--- config.mk ---
export PLATFORM = sky130hd
export DESIGN_NAME = spi_oversampled_responder_flat
export DESIGN_NICKNAME = d
export VERILOG_FILES = /design/src/rtl/spi_oversampled_responder_if.sv /design/src/rtl/spi_oversampled_responder.sv /design/src/flat_wrapper.sv
export SDC_FILE = /design/constraint.sdc
export NUM_CORES = 1
export LEC_CHECK = 0
export CAP_MARGIN = 15
export CORE_MARGIN = 2
export CORE_UTILIZATION = 35
export CTS_BUF_LIST = sky130_fd_sc_hd__clkbuf_4 sky130_fd_sc_hd__clkbuf_8
export DETAILED_ROUTE_END_ITERATION = 12
export PLACE_DENSITY = 0.67
export SLEW_MARGIN = 20
export SYNTH_ARGS = -nofsm -noshare
export SYNTH_HDL_FRONTEND = slang
export SYNTH_SLANG_ARGS = --single-unit
--- constraint.sdc ---
create_clock -name clk -period 2.2 [get_ports clk]
set_input_delay 0.22 -clock clk [delete_from_list [all_inputs] [get_ports clk]]
set_output_delay 0.22 -clock clk [all_outputs]
set_load 0.02 [all_outputs]
--- src/rtl/spi_oversampled_responder_if.sv ---
// SPI pin and register-file bundle for the oversampled responder.
// The responder drives the outputs, the initiator side drives sclk/serial_in.
interface spi_oversampled_responder_if #(
  parameter int N_REGS = 16
);
  logic                sclk;
  logic                serial_in;
  logic                serial_out;
  logic [8*N_REGS-1:0] regs;
  logic                wr_strobe;
  logic [6:0]          wr_addr;
  logic [7:0]          wr_data;
  logic                busy;
  logic                frame_err;

  modport slave (
    input  sclk,
    input  serial_in,
    output serial_out,
    output regs,
    output wr_strobe,
    output wr_addr,
    output wr_data,
    output busy,
    output frame_err
  );

  modport master (
    output sclk,
    output serial_in,
    input  serial_out,
    input  regs,
    input  wr_strobe,
    input  wr_addr,
    input  wr_data,
    input  busy,
    input  frame_err
  );
endinterface

--- src/rtl/spi_oversampled_responder.sv ---
// SPI register responder: sclk is oversampled by clk, frames are
// {rw,addr} then data (write) or count + N bytes out (read).
module spi_oversampled_responder #(
  parameter int N_REGS      = 16,
  parameter int IDLE_CYCLES = 64
) (
  input logic clk,
  input logic rstn,
  spi_oversampled_responder_if.slave bus
);

  localparam int AW = (N_REGS > 1) ? $clog2(N_REGS) : 1;
  localparam int IW = $clog2(IDLE_CYCLES + 1);
  localparam logic [7:0]    NR   = 8'(N_REGS);
  localparam logic [6:0]    LAST = 7'(N_REGS - 1);
  localparam logic [IW-1:0] IMAX = IW'(IDLE_CYCLES - 1);

  localparam logic [2:0] S_IDLE   = 3'd0;
  localparam logic [2:0] S_CMD    = 3'd1;
  localparam logic [2:0] S_WDATA  = 3'd2;
  localparam logic [2:0] S_RCOUNT = 3'd3;
  localparam logic [2:0] S_RDATA  = 3'd4;
  localparam logic [2:0] S_DRAIN  = 3'd5;

  logic [2:0]    state_q, state_d;
  logic          sclk_s1_q, sclk_s2_q, sclk_d3_q;
  logic          din_s1_q, din_s2_q;
  logic [7:0]    shift_q, out_q, wdata_q, left_q;
  logic [6:0]    addr_q, raddr_q;
  logic [2:0]    bit_q;
  logic [IW-1:0] idle_q;
  logic          commit_q, load_q, sout_q;
  logic          wr_strobe_q, frame_err_q;
  logic [6:0]    wr_addr_q;
  logic [7:0]    wr_data_q;
  logic [7:0]    regs_q [N_REGS];

  logic       rise, fall, tmo, last;
  logic [7:0] byte_in, rd_byte;
  logic [6:0] raddr_nx;

  assign rise = sclk_s2_q & ~sclk_d3_q;
  assign fall = ~sclk_s2_q & sclk_d3_q;
  assign last = (bit_q == 3'd7);
  assign tmo  = (state_q != S_IDLE) && !(rise || fall)
             && (idle_q == IMAX);
  assign byte_in  = {shift_q[6:0], din_s2_q};
  assign raddr_nx = (raddr_q == LAST) ? 7'd0 : raddr_q + 7'd1;
  assign rd_byte  = ({1'b0, raddr_q} < NR)
                  ? regs_q[raddr_q[AW-1:0]] : 8'h00;

  always_comb begin
    state_d = state_q;
    if (tmo) begin
      state_d = S_IDLE;
    end else if (rise) begin
      case (state_q)
        S_IDLE:   state_d = S_CMD;
        S_CMD:    if (last) state_d = byte_in[7] ? S_WDATA : S_RCOUNT;
        S_WDATA:  if (last) state_d = S_DRAIN;
        S_RCOUNT: if (last) state_d = (byte_in == 8'h00) ? S_DRAIN : S_RDATA;
        S_RDATA:  if (last && left_q == 8'd1) state_d = S_DRAIN;
        default:  state_d = state_q;
      endcase
    end
  end

  always_ff @(posedge clk or negedge rstn) begin
    if (!rstn) begin
      state_q     <= S_IDLE;
      sclk_s1_q   <= 1'b0;
      sclk_s2_q   <= 1'b0;
      sclk_d3_q   <= 1'b0;
      din_s1_q    <= 1'b0;
      din_s2_q    <= 1'b0;
      shift_q     <= 8'h00;
      out_q       <= 8'h00;
      wdata_q     <= 8'h00;
      left_q      <= 8'h00;
      addr_q      <= 7'd0;
      raddr_q     <= 7'd0;
      bit_q       <= 3'd0;
      idle_q      <= '0;
      commit_q    <= 1'b0;
      load_q      <= 1'b0;
      sout_q      <= 1'b0;
      wr_strobe_q <= 1'b0;
      frame_err_q <= 1'b0;
      wr_addr_q   <= 7'd0;
      wr_data_q   <= 8'h00;
      for (int k = 0; k < N_REGS; k++) regs_q[k] <= 8'h00;
    end else begin
      sclk_s1_q   <= bus.sclk;
      sclk_s2_q   <= sclk_s1_q;
      sclk_d3_q   <= sclk_s2_q;
      din_s1_q    <= bus.serial_in;
      din_s2_q    <= din_s1_q;
      state_q     <= state_d;
      frame_err_q <= tmo && (state_q != S_DRAIN);
      wr_strobe_q <= 1'b0;
      commit_q    <= 1'b0;

      if (state_q == S_IDLE || rise || fall) idle_q <= '0;
      else if (idle_q != IMAX)               idle_q <= idle_q + 1'b1;

      // commit runs independently of the FSM so a DRAIN timeout cannot drop it
      if (commit_q && ({1'b0, addr_q} < NR)) begin
        regs_q[addr_q[AW-1:0]] <= wdata_q;
        wr_strobe_q <= 1'b1;
        wr_addr_q   <= addr_q;
        wr_data_q   <= wdata_q;
      end

      if (tmo) begin
        bit_q   <= 3'd0;
        shift_q <= 8'h00;
        load_q  <= 1'b0;
        sout_q  <= 1'b0;
      end else if (rise) begin
        case (state_q)
          S_IDLE: begin
            shift_q <= {7'd0, din_s2_q};
            bit_q   <= 3'd1;
          end
          S_CMD, S_WDATA, S_RCOUNT: begin
            shift_q <= byte_in;
            bit_q   <= bit_q + 3'd1;
            if (last && state_q == S_CMD) addr_q <= byte_in[6:0];
            if (last && state_q == S_WDATA) begin
              wdata_q  <= byte_in;
              commit_q <= 1'b1;
            end
            if (last && state_q == S_RCOUNT) begin
              left_q  <= byte_in;
              raddr_q <= addr_q;
              load_q  <= 1'b1;
            end
          end
          S_RDATA: begin
            bit_q <= bit_q + 3'd1;
            if (last) begin
              raddr_q <= raddr_nx;
              left_q  <= left_q - 8'd1;
              load_q  <= 1'b1;
              if (left_q == 8'd1) sout_q <= 1'b0;
            end
          end
          default: ;
        endcase
      end else if (fall && state_q == S_RDATA) begin
        if (load_q) begin
          sout_q <= rd_byte[7];
          out_q  <= {rd_byte[6:0], 1'b0};
          load_q <= 1'b0;
        end else begin
          sout_q <= out_q[7];
          out_q  <= {out_q[6:0], 1'b0};
        end
      end
    end
  end

  for (genvar k = 0; k < N_REGS; k++) begin : g_regs
    assign bus.regs[8*k +: 8] = regs_q[k];
  end

  assign bus.serial_out = sout_q;
  assign bus.wr_strobe  = wr_strobe_q;
  assign bus.wr_addr    = wr_addr_q;
  assign bus.wr_data    = wr_data_q;
  assign bus.busy       = (state_q != S_IDLE);
  assign bus.frame_err  = frame_err_q;

endmodule

--- src/flat_wrapper.sv ---
// flat-port wrapper written by rule: the top's interface ports become plain ports
module spi_oversampled_responder_flat 
#(
  parameter int N_REGS      = 16,
  parameter int IDLE_CYCLES = 64
)
  (clk, rstn, bus_sclk, bus_serial_in, bus_serial_out, bus_regs, bus_wr_strobe, bus_wr_addr, bus_wr_data, bus_busy, bus_frame_err);
  spi_oversampled_responder_if #(.N_REGS(N_REGS)) bus_i ();
  input logic clk;
  input logic rstn;
  input wire logic [$bits(bus_i.sclk)-1:0] bus_sclk;
  input wire logic [$bits(bus_i.serial_in)-1:0] bus_serial_in;
  output wire logic [$bits(bus_i.serial_out)-1:0] bus_serial_out;
  output wire logic [$bits(bus_i.regs)-1:0] bus_regs;
  output wire logic [$bits(bus_i.wr_strobe)-1:0] bus_wr_strobe;
  output wire logic [$bits(bus_i.wr_addr)-1:0] bus_wr_addr;
  output wire logic [$bits(bus_i.wr_data)-1:0] bus_wr_data;
  output wire logic [$bits(bus_i.busy)-1:0] bus_busy;
  output wire logic [$bits(bus_i.frame_err)-1:0] bus_frame_err;
  assign bus_i.sclk = bus_sclk;
  assign bus_i.serial_in = bus_serial_in;
  assign bus_serial_out = bus_i.serial_out;
  assign bus_regs = bus_i.regs;
  assign bus_wr_strobe = bus_i.wr_strobe;
  assign bus_wr_addr = bus_i.wr_addr;
  assign bus_wr_data = bus_i.wr_data;
  assign bus_busy = bus_i.busy;
  assign bus_frame_err = bus_i.frame_err;
  spi_oversampled_responder #(.N_REGS(N_REGS), .IDLE_CYCLES(IDLE_CYCLES)) u_core (.clk(clk), .rstn(rstn), .bus(bus_i));
endmodule
# Word level (Yosys, flattened, before mapping)
# Cells that the tools add are included.
[totals]
output_inout_bits = 147
word_cells = 161
in_bits = 4
ff_bits = 211
[classes]
bitwise = 8
eq_ne = 22
mux = 50
order_cmp = 5
reduce_logical = 35
add_sub_neg = 4
[op_table]
columns = ["cell", "count"]
rows = [
  ["$bwmux 128", 1],
  ["$mux 8", 7],
  ["$mux 7", 7],
  ["$bmux 8 s4", 1],
  ["$demux 8 s4", 1],
  ["$pmux 7 s2", 2],
  ["$mux 3", 8],
  ["$mux 1", 19],
  ["$pmux 8 s2", 1],
  ["$reduce_and 4->1", 4],
  ["$pmux 3 s5", 1],
  ["$add 7x1->7 const B", 2],
  ["$lt 7x5->1 const B", 2],
  ["$ne 3x1->1 const B", 4],
  ["$ne 3x3->1 const B", 4],
  ["$ne 4x4->1 const B", 3],
  ["$reduce_bool 3->1", 4],
  ["$ge 5x5->1 const B", 2],
  ["$logic_and 1x1->1", 10],
  ["$not 4->5", 2],
  ["$eq 8x1->1 const B", 1],
  ["$logic_not 8->1", 1],
  ["$sub 8x1->8 const B", 1],
  ["$eq 7x4->1 const B", 1],
  ["23 further kinds", 35],
]

# Depth between registers and ports, before layout
[depth]
ltp_word = 9
depth_mapped = 9
ltp_nobuf = 7

# Least setup slack after synthesis
# Ideal clock, no wire load.
[synth_path]
path_type = "register to register"
start = "register u_core.idle_q[0]"
end = "register u_core.wdata_q[0]"
slack_ps = 74
setup_ps = 125
stages_incl_launch_ff = 8
t_arrival_ps = 2001
path_buffers = 2
cell_sequence = "dfrtp_1 ha_1 and4_4 and3_4 buf_6 or4_4 buf_6 mux2_4"
[synth_via]
elab_chain_cells = 4
[synth_lines]
columns = ["element", "line", "source"]
rows = [
  ["start: declaration", "spi_oversampled_responder.sv:31", "logic [IW-1:0] idle_q;"],
  ["start signal: assignment", "spi_oversampled_responder.sv:104", "else if (idle_q != IMAX) idle_q <= idle_q + 1'b1;"],
  ["$eq 7x6->1", "spi_oversampled_responder.sv:46", "&& (idle_q == IMAX);"],
  ["$logic_and 1x1->1", "spi_oversampled_responder.sv:46", ""],
  ["$not 1->1 (no source line)", "n/a", ""],
  ["$reduce_and 4->1 (no source line)", "n/a", ""],
  ["end signal: assignment", "spi_oversampled_responder.sv:130", "wdata_q <= byte_in;"],
  ["end: declaration", "spi_oversampled_responder.sv:28", "logic [7:0] shift_q, out_q, wdata_q, left_q;"],
]
# No other way between the ends.
# A chain may end at the register's enable or synchronous reset.

# Final worst setup path
# Same ends and word-level chain as after synthesis.

==> results.ini <==
[sta]
slew_violations = 0
post-route-period-util_pct = 94.7
hold_viol_final = 0
period_minus_slack_ns = 2.08
setup_violations = 0
worst_pin_slew_ns = 0.841
rsz0062_at_grt = false
finClkSkew_ns = 0.0409
fmax_mhz = 480
setup_tns_ns = 0
worst_slack_ns = 0.117
slew-limit-headroom_pct = 43.9

[yosys]
synth_edf_count = 0
synth_top_family_by_area = multiplexers
ys_seq_elements = 210
avgSynthCellArea_sq_um = 13.7
synth-simple-area-share_pct = 8.09
yosysWarnings = 0
synth_async_sr_flop_share_pct = 100
synth.yosys.seq_area_share_pct = 54.3
synth_compound_area_share_pct = 6.41
synth_flop_cell = dfrtp_1
netlist_area_sq_um = 9680
synthMuxAreaShare_pct = 27.4
synth-xor-area-share_pct = 0.271
synth-adder-area-share_pct = 1.14
syn-num-nets = 720
synthCells = 708
ys_types = 65

[setup_path]
crit_arrival_ns = 2.49
cp-end-kind = flop
cp.required_ns = 2.61
cp_max_fo = 10
start_kind = flop
worst-setup-path-type = flop to flop

[cells_and_area]
final_cell_mix = dfrtp_1 (209), clkdlybuf4s50_1 (148), mux2_2 (146)
area_delta_synth_final_pct = 31.2
antenna_cells = 0
layout-drive-gt1-share_pct = 34.2
nNetsFinal = 909
num-fill-cells = 2394
final_common_cell = dfrtp_1
finish.utilization_pct = 47.0

[clocking]
cts_tree = built
cts.clk_slew.worst_paths_ns = 0.06
cts_setup_buffers = 0
cts_root_buf = clkbuf_8
cts_buffers = 38
clk_latency_ns = 0.55
h-tree-depth = 2
clk_path_buf_depth = 3
cts.sinks = 210

[routing]
antenna_left = 0
wl_per_cell_um = 21.4
drt_wl_total_um = 27000
via_per_inst = 5.34
vias = 6749
dr.pass1.iters = 4
drc = 0
first_iter_violations = 349

[floorplanning]
die_x_um = 170
coreArea_sq_um = 27000
die_h_um = 170
die-area_sq_um = 29000
pin_count = 151
initial_core_util_pct = 35.8
rows = 60

[pwr]
peakVddDrop_v = 0.000407
leakagePower_nw = 5.69
p_per_area_nw_per_um2 = 808
power.total_mw = 10.3

[grt]
grt_max_degree = 53
grt_overflow_total = 0
grt_usage_pct = 18.8
antenna_found_initial = 1
grt_pass1_wl_um = 41200
grt_pass1_vias = 6833

[run]
drv_cap = 0

[placed_design]
dp_hpwl_um = 18300
gp_congestion = 0.798
port_buffers = 150
place_ws_ns = 0.0734

[hold_path]
hold_class = primary input to flop

[outcome]
status = finished clean

[timing repair]
action / 4_1_cts / 5_1_grt
endpoints found under the hold margin: 45 / 0
hold buffers: 1 / 0
resized for setup: 1 / 5
setup endpoints to repair: 1 / 22
[critical path, cell delays in order, from the launching register on]
cell and delay (ns):
dfrtp_1 0.40, ha_1 0.25, and4_4 0.21, and3_4 0.17
or4_4 0.60, mux2_4 0.33
[synth_stat cells, types with 7 or more instances]
| cell type | n | area [sq um] |
|---|---|---|
| a21oi_1 | 15 | 75.1 |
| buf_2 | 8 | 40.0 |
| clkbuf_1 | 31 | 116 |
| dfrtp_1 | 210 | 5260 |
| ha_1 | 8 | 100 |
| inv_1 | 11 | 41.3 |
| mux2_2 | 146 | 1640 |
| mux2_4 | 7 | 105 |
| mux2i_1 | 18 | 180 |
| mux4_2 | 32 | 721 |
| nand2_1 | 25 | 93.8 |
| nand3_1 | 9 | 45.0 |
| nor2_1 | 28 | 105 |
| nor2b_1 | 7 | 43.8 |
| nor3_1 | 9 | 45.0 |
| o21ai_0 | 38 | 190 |
[power by group]
group          leakage, nW  internal, mW  switching, mW
sequential            2.89          4.13          0.443
clock                0.451          2.45           1.67
combinational         2.35         0.724          0.861
total                 5.69          7.30           2.97
[state kept, by name, summed over array words and instances, names as in the netlist, 3 cells and up]
name	cells
u_core.state_q	3
u_core.idle_q	7
u_core.left_q	8
u_core.out_q	7
u_core.shift_q	7
u_core.bus.wr_data	8
u_core.raddr_q	7
u_core.addr_q	7
u_core.bit_q	3
u_core.bus.wr_addr	7
u_core.wdata_q	8
u_core.bus.regs	128
[logic make-up after synthesis]
group | count (synthesis)
xor+xnor | 3
flops | 210
fa+ha+maj | 9
mux | 203
compound gates | 97
buf+inv | 56
simple gates | 130
[per-stage QoR]
step / area, sq um / instances / hold WS [ns]
after floorplan: 9680 / 708 / -0.0756
after global placement: 11800 / 1197 / 0.209
after detailed placement: 11800 / 1197 / 0.213
after CTS: 12700 / 1264 / 0.102
after global routing: 12700 / 1264 / 0.119
final: 12700 / 1264 / 0.128
[routing by layer]
layer	vias to the layer above	part of all wire, %	global-route usage [%]	wire, um
met5	-	0	0	0
met4	0	2.9	7.25	784
met3	49	5.8	3.84	1560
met2	223	47	28.9	12600
met1	3472	45	26.1	12100
li1	3005	-	-	-
[cell type report]
type	count	area, sq um	share of cell area (%)
Inverter	11	41.3	0.325
Timing Repair Buffer	194	1910	15.0
Sequential cell	210	5260	41.4
Multi-Input combinational cell	442	4220	33.2
Clock buffer	54	712	5.60
Clock inverter	12	144	1.13
Tap cell	341	427	3.36
[path summary, 6_finish.rpt]
kind | endpoint | from | cells past startpoint | slack [ns]
max | u_core.wdata_q[0]$_DFFE_PN0P_ | u_core.idle_q[0]$_DFFE_PN0P_ | 5 | 0.12
min | u_core.sclk_s1_q$_DFF_PN0_ | bus_sclk | 1 | 0.13
max reg2reg | u_core.wdata_q[0]$_DFFE_PN0P_ | u_core.idle_q[0]$_DFFE_PN0P_ | 5 | 0.12
min reg2reg | u_core.din_s2_q$_DFF_PN0_ | u_core.din_s1_q$_DFF_PN0_ | 0 | 0.35
max in group asynchronous | u_core.bus.regs[41]$_DFFE_PN0P_ | rstn | 3 | 1.27
min in group asynchronous | u_core.idle_q[4]$_DFFE_PN0P_ | rstn | 2 | 0.24
Note: power is estimated with default switching activity, not from simulation.
